<file path="src/rtl/cache_miss_controller.sv">
// cache_miss_controller: control FSM for the 2-way, 8-index L1 cache.
// Resolves hits in zero cycles, picks a victim on a miss, writes back a
// dirty victim and fills the line over the pmem handshake. Owns one LRU
// bit per index (0 = way one is least recently used).
// Optional feature: define CACHE_PERF_CNT_EN to build saturating hit/miss
// counters; without it hit_count/miss_count are tied to zero.
module cache_miss_controller #(
    parameter int IDX_W    = 3,
    parameter int NUM_SETS = 2**IDX_W
) (
    input  logic             clk,
    input  logic             reset_n,
    input  logic             mem_read,
    input  logic             mem_write,
    output logic             mem_resp,
    input  logic [IDX_W-1:0] index,
    input  logic             hit,
    input  logic             set_one_hit,
    input  logic             set_two_hit,
    input  logic             set_one_valid,
    input  logic             set_two_valid,
    input  logic             set_one_dirty,
    input  logic             set_two_dirty,
    output logic             load_set_one,
    output logic             load_set_two,
    output logic             write_type_set_one,
    output logic             write_type_set_two,
    output logic             pmem_read,
    output logic             pmem_write,
    input  logic             pmem_resp,
    output logic [1:0]       pmem_addr_sel,
    output logic [15:0]      hit_count,
    output logic [15:0]      miss_count
);

    typedef enum logic [1:0] {IDLE, WRITEBACK, FILL} state_e;

    state_e              state_q, state_d;
    logic [NUM_SETS-1:0] lru_q, lru_d;
    logic                victim_q, victim_d;   // 0 = way one, 1 = way two
    logic                req;
    logic                new_victim;
    logic                new_victim_dirty;

    assign req = mem_read | mem_write;

    // Victim for a miss in IDLE: an invalid way first, otherwise the LRU way
    always_comb begin
        if (!set_one_valid)      new_victim = 1'b0;
        else if (!set_two_valid) new_victim = 1'b1;
        else                     new_victim = lru_q[index];
    end

    assign new_victim_dirty = new_victim ? (set_two_valid & set_two_dirty)
                                         : (set_one_valid & set_one_dirty);

    // State, LRU and victim registers
    always_ff @(posedge clk or negedge reset_n) begin
        if (!reset_n) begin
            state_q  <= IDLE;
            lru_q    <= '0;
            victim_q <= 1'b0;
        end else begin
            state_q  <= state_d;
            lru_q    <= lru_d;
            victim_q <= victim_d;
        end
    end

    // Next state and Mealy outputs; everything held at 0 while reset_n is low
    always_comb begin
        state_d            = state_q;
        lru_d              = lru_q;
        victim_d           = victim_q;
        mem_resp           = 1'b0;
        load_set_one       = 1'b0;
        load_set_two       = 1'b0;
        write_type_set_one = 1'b0;
        write_type_set_two = 1'b0;
        pmem_read          = 1'b0;
        pmem_write         = 1'b0;
        pmem_addr_sel      = 2'd0;
        if (reset_n) begin
            unique case (state_q)
                IDLE: begin
                    if (req && hit) begin
                        mem_resp     = 1'b1;
                        // point the LRU bit at the way that did not hit
                        lru_d[index] = set_one_hit;
                        if (mem_write) begin
                            load_set_one       = set_one_hit;
                            write_type_set_one = set_one_hit;
                            load_set_two       = ~set_one_hit;
                            write_type_set_two = ~set_one_hit;
                        end
                    end else if (req) begin
                        victim_d = new_victim;
                        state_d  = new_victim_dirty ? WRITEBACK : FILL;
                    end
                end
                WRITEBACK: begin
                    pmem_write    = 1'b1;
                    pmem_addr_sel = victim_q ? 2'd2 : 2'd1;
                    if (pmem_resp) state_d = FILL;
                end
                FILL: begin
                    pmem_read = 1'b1;
                    if (pmem_resp) begin
                        load_set_one = ~victim_q;
                        load_set_two = victim_q;
                        lru_d[index] = ~victim_q;
                        state_d      = IDLE;
                    end
                end
                default: state_d = IDLE;
            endcase
        end
    end

`ifdef CACHE_PERF_CNT_EN
    logic [15:0] hit_cnt_q, miss_cnt_q;
    logic        hit_evt, miss_evt;

    assign hit_evt  = (state_q == IDLE) & req & hit;
    assign miss_evt = (state_q == IDLE) & req & ~hit;

    // Saturating performance counters
    always_ff @(posedge clk or negedge reset_n) begin
        if (!reset_n) begin
            hit_cnt_q  <= '0;
            miss_cnt_q <= '0;
        end else begin
            if (hit_evt && hit_cnt_q != 16'hFFFF)   hit_cnt_q  <= hit_cnt_q + 16'd1;
            if (miss_evt && miss_cnt_q != 16'hFFFF) miss_cnt_q <= miss_cnt_q + 16'd1;
        end
    end

    assign hit_count  = hit_cnt_q;
    assign miss_count = miss_cnt_q;
`else
    assign hit_count  = 16'h0000;
    assign miss_count = 16'h0000;
`endif

endmodule

</file>
<file path="config.mk">
export PLATFORM = sky130hd
export DESIGN_NAME = cache_miss_controller
export DESIGN_NICKNAME = d
export VERILOG_FILES = /design/src/rtl/cache_miss_controller.sv
export SDC_FILE = /design/constraint.sdc
export NUM_CORES = 1
export LEC_CHECK = 0
export BUFFER_PORTS_ARGS = -buffer_cell sky130_fd_sc_hd__clkbuf_2
export CORE_ASPECT_RATIO = 1.1
export CORE_MARGIN = 10
export CORE_UTILIZATION = 44
export DETAILED_ROUTE_END_ITERATION = 10
export PLACE_DENSITY = 0.86
export SETUP_SLACK_MARGIN = 0.02
export SLEW_MARGIN = 20
export SYNTH_ARGS = -nofsm -noshare
export SYNTH_HDL_FRONTEND = slang
export SYNTH_SLANG_ARGS = --single-unit
export TNS_END_PERCENT = 100
</file>
<file path="constraint.sdc">
create_clock -name clk -period 2.13 [get_ports clk]
set_clock_uncertainty 0.1 [all_clocks]
set_input_delay 0.1065 -clock clk [delete_from_list [all_inputs] [get_ports clk]]
set_output_delay 0.1065 -clock clk [all_outputs]
set_load 0.01 [all_outputs]
</file>
==> impl_results.md <==
* Status: finished, final reports clean
* Final setup violation count at 0
* Critical Setup Path Class: in -> out
* Clock Pin Slew Worst Setup and Hold Paths at 0.08 ns
* First-pass DRT Iterations at 4
* Clk_lat worst skew at 0.28 ns
* Post-Synth Simple-Gate Area at 0.189
* Fill cells at 218
* Part of the power in combinational logic at 0.423
* Io pins at 56
* Post-CTS setup buffer count at 0
* Hold WS at 0.00137 ns
* Antenna-violating nets left at 0
* Tot Pwr at 0.000923 W
* Slew Limit Fails at 0
* Slew HR at 0.565
* First-pass GRT wire length at 3.97 mm
* Total gr overflow at 0
* NetSw at 0.000356 W
* Final wirelength at 2.43 mm
* Routed vias at 818
* Largest net degree at the start of global routing at 13
* H-Tree Depth at 1
* Crit end category: output pin
* Vias in the first global route at 864
* Maximum clock frequency at 528 MHz
* Hold path startpoint: set_one_valid
* Final hold viol count at 0
* Register area at 275 um^2
* Most common cell after layout, fill and taps aside: conb_1
* Num rows at 18
* Library cells used by synthesis at 30
* Setup TNS at 0 ns
* Switching share of power at 0.386
* Layout area overhead at 5.10%
* Post-layout util at 0.479
* Seq pwr share at 0.412
* Share of layout cells above drive strength 1 at 0.277
* Clock buffer depth at 2
* Number of buffers inserted by port buffering at 22
* GRT Resource Usage Total at 0.105
* Initial Utilization at 0.456
* Synth Area in Compound Gates at 0.0883
* Pwr per Cell Area at 873 nW/um^2
* Resized cells post-CTS at 0
* CTS tree: built
* Max_cap viols at 0
* Seq/Total Area, Yosys at 0.274
* Mux cell area share after synthesis at 0.179
* P_int at 0.000567 W
* Die area at 4600 um^2
* Worst Max-Slew Pin Slew at 0.645 ns
* Xor/xnor share of the synthesized area at 0
* CP Data Arrival Time at 1.69 ns
* Maximum VDD drop at 0.567 mV
* Die width at 65.6 um
* P_leak at 0.525 nW
* Synthesized cell area at 1010 um^2
* #FFs+latches synth at 11
* Net count, final at 153
* Worst setup SP type: input pin
* Most frequent cells in the layout: 32 x conb_1, 22 x clkbuf_2, 11 x dfrtp_1, 9 x nand2_1, 8 x mux2_2
* RSZ-0062 raised after global routing: no
* N_diodes at 0
* CTS buffer count at 3
* CTS Hold Bufs at 1
* Hold WC Path Type: in -> reg
* Largest family of logic cells by synthesized area: buffers and inverters
* Reg2reg start: state_q[1]
* Core area at 2210 um^2
* Drt initial violations at 19
* Tcrit/Tclk final at 0.889
* Yosys warnings at 0
* Root Buffer: clkbuf_4
* Tmin final at 1.89 ns
* DRC viols at 0
* Average size of a mapped cell at 8.98 um^2
* Worst Setup SP: reset_n
* GP Congestion at 0.855
* Multi-input combinational cell area at 579 um^2
* Die Ht at 70.2 um
* Clock tree sinks at 11
* Cells after synthesis at 112
* Required time of the critical path at 1.92 ns
* Post-Synth Adder-Cell Area at 0
* Vias/cell at 4.90
* Clock power frac at 0.165
* Crit path max fanout at 12
* Post-DR wirelength/cell at 14.6 um
* DP HPWL at 2.04 mm
* Antenna violations before repair at 0
-- power by group through the flow --
stage	Sequential (W)	Combinational [W]	Clock, W
2_1_floorplan	0.000344	0.000364	0
3_3_place_gp	0.000374	0.000367	0
3_5_place_dp	0.000383	0.000385	0
4_1_cts	0.000379	0.000389	0.000151
5_1_grt	0.000397	0.000436	0.000163
6_report	0.000381	0.000390	0.000152
-- area by class of cell --
cell class	instances	share of cell area
Multi-Input combinational cell	95	0.548
Timing Repair Buffer	24	0.121
Inverter	3	0.0107
Clock buffer	4	0.0249
Tap cell	30	0.0355
Sequential cell	11	0.260
-- layer usage --
layer	part of all wire	track usage	vias to the layer above
met3	0.14	0.0590	5
li1	-	-	383
met2	0.51	0.187	45
met1	0.33	0.0962	385
met5	0	0	-
met4	0.016	0.0381	0
-- cell families (layout without fill, tap and decap cells) --
group / count (synthesis) / count (layout)
simple gates: 35 / 35
other cells: 1 / 32
mux: 14 / 14
flops: 11 / 11
buf+inv: 37 / 31
compound gates: 14 / 14
-- stage by stage --
| step | worst slack [ns] | cell area (um^2) | cells |
|---|---|---|---|
| detailed placement | 0.337 | 1020 | 162 |
| finish | 0.237 | 1060 | 167 |
| global route | 0.0739 | 1060 | 167 |
| CTS | 0.237 | 1060 | 167 |
| floorplan | 0.566 | 1120 | 143 |
| global placement | 0.425 | 1020 | 162 |
-- cell usage after synthesis, drive strengths merged --
cell,count,area (um^2)
a21oi,1,5.00
a22oi,1,7.51
a311oi,2,17.5
a32oi,1,8.76
and2,2,12.5
buf,34,256
conb,1,3.75
dfrtp,11,275
inv,3,11.3
mux2,9,105
mux2i,3,30.0
mux4,2,45.0
nand2,9,33.8
nand2b,1,6.26
nand3b,1,7.51
nand4,6,37.5
nor2,5,18.8
nor2b,4,25.0
nor3,1,5.00
nor4,2,12.5
nor4b,1,8.76
nor4bb,1,10.0
o21a,1,7.51
o21ai,7,35.0
o31ai,1,7.51
or2,1,6.26
or3,1,6.26
-- critical path, cell delays in order --
cell and delay (ns):
dlygate4sd3_1 0.52, clkbuf_2 0.24, o21ai_0 0.23, nor4b_1 0.39
clkbuf_2 0.20
-- worst paths after layout --
kind	cells after the start	end	slack [ns]
worst max-delay path	5	mem_resp	0.24
worst min-delay path	3	state_q[0]	0.001
worst max register to register	3	lru_q[6]	0.33
worst min register to register	1	lru_q[7]	0.41
max in group asynchronous	3	lru_q[4]	1.44
min in group asynchronous	2	victim_q	0.11
-- registers in the layout, indices dropped and copies added (netlist names) --
register	cells
lru_q	8
state_q	2
victim_q	1
(Power assumes the default switching activity.)
